$ cat config.mk
export PLATFORM = sky130hd
export DESIGN_NAME = div_sched
export DESIGN_NICKNAME = d
export VERILOG_FILES = /design/src/rtl/div_sched.sv
export SDC_FILE = /design/constraint.sdc
export NUM_CORES = 1
export LEC_CHECK = 0
export BUFFER_PORTS_ARGS = -buffer_cell sky130_fd_sc_hd__buf_2
export CAP_MARGIN = 20
export CORE_AREA = 5 5 177 179
export CTS_CLUSTER_SIZE = 25
export DETAILED_ROUTE_END_ITERATION = 8
export DIE_AREA = 0 0 182 184
export GPL_TIMING_DRIVEN = 0
export PLACE_DENSITY_LB_ADDON = 0.08
export REMOVE_ABC_BUFFERS = 1
export SLEW_MARGIN = 40
export SYNTH_ARGS = -nofsm -noshare
export SYNTH_HDL_FRONTEND = slang
export SYNTH_SLANG_ARGS = --single-unit
$ cat constraint.sdc
create_clock -name clk -period 7.5 [get_ports clk]
set_input_delay 0.375 -clock clk [delete_from_list [all_inputs] [get_ports clk]]
set_output_delay 0.375 -clock clk [all_outputs]
set_load 0.01 [all_outputs]
$ cat src/rtl/div_sched.sv
`default_nettype none
// ============================================================================
// Module      : div_sched
// Description : Two-port round-robin scheduler around a shared restoring
//               divider. Accepts one operation at a time, runs one restoring
//               iteration per clock, applies sign correction and returns
//               quotient/remainder with the owner ID over valid/ready.
// Ports       : clk, reset            - clock, synchronous active-high reset
//               req{0,1}_valid/ready  - request handshake per requester
//               req{0,1}_dividend/divisor/signed - request operands
//               rsp_valid/rsp_ready   - response handshake
//               rsp_id, rsp_quotient, rsp_remainder, rsp_dbz - response data
//               busy                  - controller not in IDLE
// Revision    : 1.0 - initial release
// ============================================================================
module div_sched #(
    parameter int WIDTH = 32,
    parameter int CNT_W = 6
) (
    input  logic             clk,
    input  logic             reset,
    input  logic             req0_valid,
    output logic             req0_ready,
    input  logic [WIDTH-1:0] req0_dividend,
    input  logic [WIDTH-1:0] req0_divisor,
    input  logic             req0_signed,
    input  logic             req1_valid,
    output logic             req1_ready,
    input  logic [WIDTH-1:0] req1_dividend,
    input  logic [WIDTH-1:0] req1_divisor,
    input  logic             req1_signed,
    output logic             rsp_valid,
    input  logic             rsp_ready,
    output logic             rsp_id,
    output logic [WIDTH-1:0] rsp_quotient,
    output logic [WIDTH-1:0] rsp_remainder,
    output logic             rsp_dbz,
    output logic             busy
);

    localparam logic [1:0] S_IDLE = 2'd0;
    localparam logic [1:0] S_CALC = 2'd1;
    localparam logic [1:0] S_FIX  = 2'd2;
    localparam logic [1:0] S_DONE = 2'd3;

    localparam logic [CNT_W-1:0] LAST_CNT = CNT_W'(WIDTH - 1);

    logic [1:0]         state_q, state_d;
    logic               rr_ptr_q, rr_ptr_d;
    logic               owner_q, owner_d;
    logic               neg_quo_q, neg_quo_d;
    logic               neg_rem_q, neg_rem_d;
    logic [WIDTH-1:0]   divisor_q, divisor_d;
    // Partial remainder (upper half) and quotient/dividend (lower half).
    // The upper half always holds a value below the divisor between
    // iterations, so WIDTH bits suffice; the extra bit lives only in the
    // shifted/trial values below.
    logic [2*WIDTH-1:0] acc_q, acc_d;
    logic [CNT_W-1:0]   cnt_q, cnt_d;
    logic [WIDTH-1:0]   quo_q, quo_d;
    logic [WIDTH-1:0]   rem_q, rem_d;
    logic               dbz_q, dbz_d;

    // Arbitration and operand selection
    logic               grant1;
    logic               accept;
    logic [WIDTH-1:0]   sel_dvd;
    logic [WIDTH-1:0]   sel_dvs;
    logic               sel_sgn;
    logic [WIDTH-1:0]   dvd_mag;
    logic [WIDTH-1:0]   dvs_mag;
    logic               div_zero;

    // One restoring step
    logic [2*WIDTH:0]   shifted;
    logic [WIDTH:0]     trial;

    always_comb begin
        // Port 1 wins when it is alone, or when both are valid and the
        // pointer favours it.
        grant1   = req1_valid && (!req0_valid || rr_ptr_q);
        accept   = (state_q == S_IDLE) && (req0_valid || req1_valid);
        sel_dvd  = grant1 ? req1_dividend : req0_dividend;
        sel_dvs  = grant1 ? req1_divisor  : req0_divisor;
        sel_sgn  = grant1 ? req1_signed   : req0_signed;
        dvd_mag  = (sel_sgn && sel_dvd[WIDTH-1]) ? -sel_dvd : sel_dvd;
        dvs_mag  = (sel_sgn && sel_dvs[WIDTH-1]) ? -sel_dvs : sel_dvs;
        div_zero = (sel_dvs == '0);
        shifted  = {acc_q, 1'b0};
        trial    = shifted[2*WIDTH:WIDTH] - {1'b0, divisor_q};
    end

    // ---------------------------------------------------------------- FSM
    always_ff @(posedge clk) begin
        if (reset) begin
            state_q <= S_IDLE;
        end else begin
            state_q <= state_d;
        end
    end

    always_comb begin
        state_d = state_q;
        case (state_q)
            S_IDLE: if (accept) state_d = div_zero ? S_DONE : S_CALC;
            S_CALC: if (cnt_q == LAST_CNT) state_d = S_FIX;
            S_FIX:  state_d = S_DONE;
            S_DONE: if (rsp_ready) state_d = S_IDLE;
            default: state_d = S_IDLE;
        endcase
    end

    always_comb begin
        req0_ready    = (state_q == S_IDLE) && req0_valid && !grant1;
        req1_ready    = (state_q == S_IDLE) && grant1;
        rsp_valid     = (state_q == S_DONE);
        busy          = (state_q != S_IDLE);
        rsp_id        = owner_q;
        rsp_quotient  = quo_q;
        rsp_remainder = rem_q;
        rsp_dbz       = dbz_q;
    end

    // ----------------------------------------------------------- datapath
    always_comb begin
        rr_ptr_d  = rr_ptr_q;
        owner_d   = owner_q;
        neg_quo_d = neg_quo_q;
        neg_rem_d = neg_rem_q;
        divisor_d = divisor_q;
        acc_d     = acc_q;
        cnt_d     = cnt_q;
        quo_d     = quo_q;
        rem_d     = rem_q;
        dbz_d     = dbz_q;
        case (state_q)
            S_IDLE: begin
                if (accept) begin
                    owner_d   = grant1;
                    rr_ptr_d  = !grant1;
                    divisor_d = dvs_mag;
                    acc_d     = {{WIDTH{1'b0}}, dvd_mag};
                    cnt_d     = '0;
                    neg_quo_d = sel_sgn && (sel_dvd[WIDTH-1] ^ sel_dvs[WIDTH-1]);
                    neg_rem_d = sel_sgn && sel_dvd[WIDTH-1];
                    if (div_zero) begin
                        // Remainder reports the dividend as presented, not
                        // its magnitude.
                        quo_d = '1;
                        rem_d = sel_dvd;
                        dbz_d = 1'b1;
                    end
                end
            end
            S_CALC: begin
                // A negative trial means the divisor did not fit: keep the
                // shifted value (quotient bit 0). Otherwise commit the
                // difference and set the quotient bit. When the trial is
                // negative the shifted-out top bit is always zero.
                if (trial[WIDTH]) begin
                    acc_d = shifted[2*WIDTH-1:0];
                end else begin
                    acc_d = {trial[WIDTH-1:0], shifted[WIDTH-1:1], 1'b1};
                end
                cnt_d = cnt_q + CNT_W'(1);
            end
            S_FIX: begin
                quo_d = neg_quo_q ? -acc_q[WIDTH-1:0]       : acc_q[WIDTH-1:0];
                rem_d = neg_rem_q ? -acc_q[2*WIDTH-1:WIDTH] : acc_q[2*WIDTH-1:WIDTH];
                dbz_d = 1'b0;
            end
            default: ;
        endcase
    end

    always_ff @(posedge clk) begin
        if (reset) begin
            rr_ptr_q  <= 1'b0;
            owner_q   <= 1'b0;
            neg_quo_q <= 1'b0;
            neg_rem_q <= 1'b0;
            divisor_q <= '0;
            acc_q     <= '0;
            cnt_q     <= '0;
            quo_q     <= '0;
            rem_q     <= '0;
            dbz_q     <= 1'b0;
        end else begin
            rr_ptr_q  <= rr_ptr_d;
            owner_q   <= owner_d;
            neg_quo_q <= neg_quo_d;
            neg_rem_q <= neg_rem_d;
            divisor_q <= divisor_d;
            acc_q     <= acc_d;
            cnt_q     <= cnt_d;
            quo_q     <= quo_d;
            rem_q     <= rem_d;
            dbz_q     <= dbz_d;
        end
    end

endmodule
`default_nettype wire

==> impl_metrics.tcl <==
set metrics [dict create \
    status "finished clean" \
    switchingPower_mw 2.235 \
    via_count 13053 \
    netlist_area_um2 13010 \
    crit_buf_inv 4 \
    grt_pass1_wl_um 67050 \
    ctsResizeCount 0 \
    grt_util_all_layers 0.2461 \
    drt_first_pass_iters 6 \
    grt_overflow 0 \
    cts_sinks 173 \
    numPortBuffers 204 \
    final_layout_size_suffix_gt1_frac 0.1719 \
    seqPwrFrac 0.276 \
    die_w_um 182 \
    core_area_um2 29400 \
    slew_headroom 0.4290 \
    final_util 0.5138 \
    vias_per_cell 5.859 \
    die_h_um 184 \
    synth.avg_cell_area_um2 7.631 \
    dr.first_iter.drc_count 964 \
    cp_data_required_time_ns 7.85 \
    final_net_count 2003 \
    worstSetupPathType "register to register" \
    rows 63 \
    gp_congestion 0.8977 \
    cp.arrival_ns 5.04 \
    clk_latency_ns 0.44 \
    r2r_slack_ns 2.81 \
    place_inst 2196 \
    ys_ff_latch 173 \
    startpoint_type "register" \
    ios 205 \
    rsz0062_at_grt "false" \
    async_flop_share 0 \
    synth_warnings 0 \
    crit_path_max_incr_delay_ns 0.70 \
    grt_start_max_net_pins 75 \
    worstHoldPathType "input pin to register" \
    wl_per_cell_um 19.31 \
    endpoint_kind "register" \
    final_common_cell "nand2_1" \
    cts_setup_buffers 0 \
    cts_buffers 17 \
    r2r_end "rsp_quotient[31]$_SDFFE_PP0P_" \
    crit_fanout 26 \
    leakage_nw 6.146 \
    power_density_nw_per_um2 317.7 \
    antenna_found_initial 0 \
    drtAntennaViolNets 0 \
    synth_cell_types 86 \
    p_int_mw 2.564 \
    die_area_um2 33490 \
    cp_cell_sequence "and2b_1 -> nor2_4 -> buf_8 -> mux2i_1 -> ha_1 -> inv_1 -> nor4_4 -> nand4_1 -> o21ai_4 -> buf_8 -> buf_8 -> nor2_1 -> a311oi_1" \
    fin_skew_ns 0.01809 \
    period_minus_slack_ns 4.689 \
    cp-endpoint "rsp_quotient[31]$_SDFFE_PP0P_" \
    start_util 0.4425 \
    grt_pass1_vias 12333 \
    setup_tns_ns 0 \
    tightest_slew_ns 0.8527 \
    cts.path.max_buffers 2 \
    h-tree-depth 4 \
    drc 0 \
    clkPwrFrac 0.198 \
    cts_tree "done" \
    startpoint "rr_ptr_q$_SDFFE_PP0P_" \
    max_cap_viol_count 0 \
    clkTransAtPathRegs_ns 0.08 \
    switching_share 0.4657 \
    cts_hold_buf 0 \
    vdd_ir_drop_max_uv 163.6 \
    hold_viol_final 0 \
    cts_root_buffer "clkbuf_16" \
    clock.fmax_mhz 213.3 \
    report.final.slew_viol_count 0 \
    critical-path-top-delay-family "simple AND/OR/NAND/NOR gates" \
    fin_crit_sh 0.6251 \
    mostFrequentLayoutCells "nand2_1, buf_2, dfxtp_1" \
    num_antenna_cells 0 \
    cpMostUsedCell "buf_8" \
    reg2reg_from "rr_ptr_q$_SDFFE_PP0P_" \
    cp.depth 13 \
    drt-total-wl_um 43010 \
    setup_viol 0 \
    ys_seq_area_frac 0.2662 \
    dp_hpwl_um 33110 \
    synth_edf_count 0 \
    postSynthCellCount 1705 \
    rr_worst_depth 13 \
    fin_cells 2228 \
    ys.flop_type "dfxtp_1" \
    hold_ws_ns 0.3006 \
    syn_to_final_growth_pct 16.10 \
    p_comb_frac 0.526 \
    slowest_stage "nor4_4" \
]
logic make-up (layout without fill, tap and decap cells):
logic type | Yosys count | in the layout | synth area share
AND/OR/NAND/NOR | 584 | 584 | 0.2168
multiplexers | 91 | 91 | 0.07174
flip-flops | 173 | 173 | 0.2662
buffers and inverters | 181 | 314 | 0.05702
AO/OA/AOI/OAI | 502 | 502 | 0.2582
XOR/XNOR | 131 | 131 | 0.08818
adder cells (fa/ha/maj) | 43 | 43 | 0.04193
sequential cells by signal, summed over array words and instances (netlist names):
register       flops
rsp_dbz            1
state_q            2
divisor_q         32
rsp_id             1
neg_quo_q          1
neg_rem_q          1
cnt_q              6
rsp_remainder     32
rr_ptr_q           1
rsp_quotient      32
acc_q             64
power by group through the flow:
stage	clock, mW	combinational [mW]	sequential (mW)
2_1_floorplan	0	1.64	1.31
3_3_place_gp	0	2.34	1.34
3_5_place_dp	0	2.51	1.34
4_1_cts	0.969	2.52	1.32
5_1_grt	1.00	2.78	1.35
6_report	0.948	2.53	1.33
final cells by class:
class / count / area (µm²)
Fill cell: 2902 / 14300
Inverter: 58 / 217.7
Sequential cell: 173 / 3466
Tap cell: 390 / 488.0
Clock buffer: 17 / 425.4
Clock inverter: 15 / 215.2
Multi-Input combinational cell: 1351 / 8970
Timing Repair Buffer: 224 / 1324
through the flow:
stage	power (mW)	setup slack, ns	area (µm²)
after global routing	5.136	2.522	15110
after detailed placement	3.853	2.497	14460
after CTS	4.813	2.857	15100
after global placement	3.674	-0.8465	14000
after floorplan	2.957	2.114	12490
final	4.799	2.811	15110
synth_stat cells (all sizes together), types with 25 or more instances:
cell type	n	area (µm²)
a211oi	28	220.2
a21oi	122	610.6
a31oi	25	156.4
buf	31	177.7
clkbuf	92	346.6
dfxtp	173	3463
ha	42	525.5
inv	58	217.7
mux2i	79	790.8
nand2	216	813.3
nand3	42	210.2
nor2	115	431.7
nor3	46	230.2
nor4	25	183.9
o21ai	125	629.4
or3	33	206.5
xnor2	61	534.3
xor2	70	613.1
metal layers:
layer,part of all wire,GRT usage,vias up
met3,0.045,0.03324,49
li1,-,-,6469
met5,0,0,-
met1,0.44,0.3164,6194
met2,0.49,0.4338,341
met4,0.024,0.06815,0
worst min path at each step:
stage / from / endpoint / slack (ns) / cells after the start
floorplan: divisor_q[10]$_SDFFE_PP0P_ / divisor_q[10]$_SDFFE_PP0P_ / 0.43 / 2
global placement: rsp_remainder[15]$_SDFFE_PP0P_ / rsp_remainder[15]$_SDFFE_PP0P_ / 0.44 / 2
detailed placement: rsp_remainder[27]$_SDFFE_PP0P_ / rsp_remainder[27]$_SDFFE_PP0P_ / 0.44 / 2
CTS: reset / rsp_id$_SDFFE_PP0P_ / 0.29 / 2
global route: reset / rsp_id$_SDFFE_PP0P_ / 0.30 / 2
finish: reset / rsp_id$_SDFFE_PP0P_ / 0.30 / 2
No activity file was read; power rests on OpenSTA's default activity.
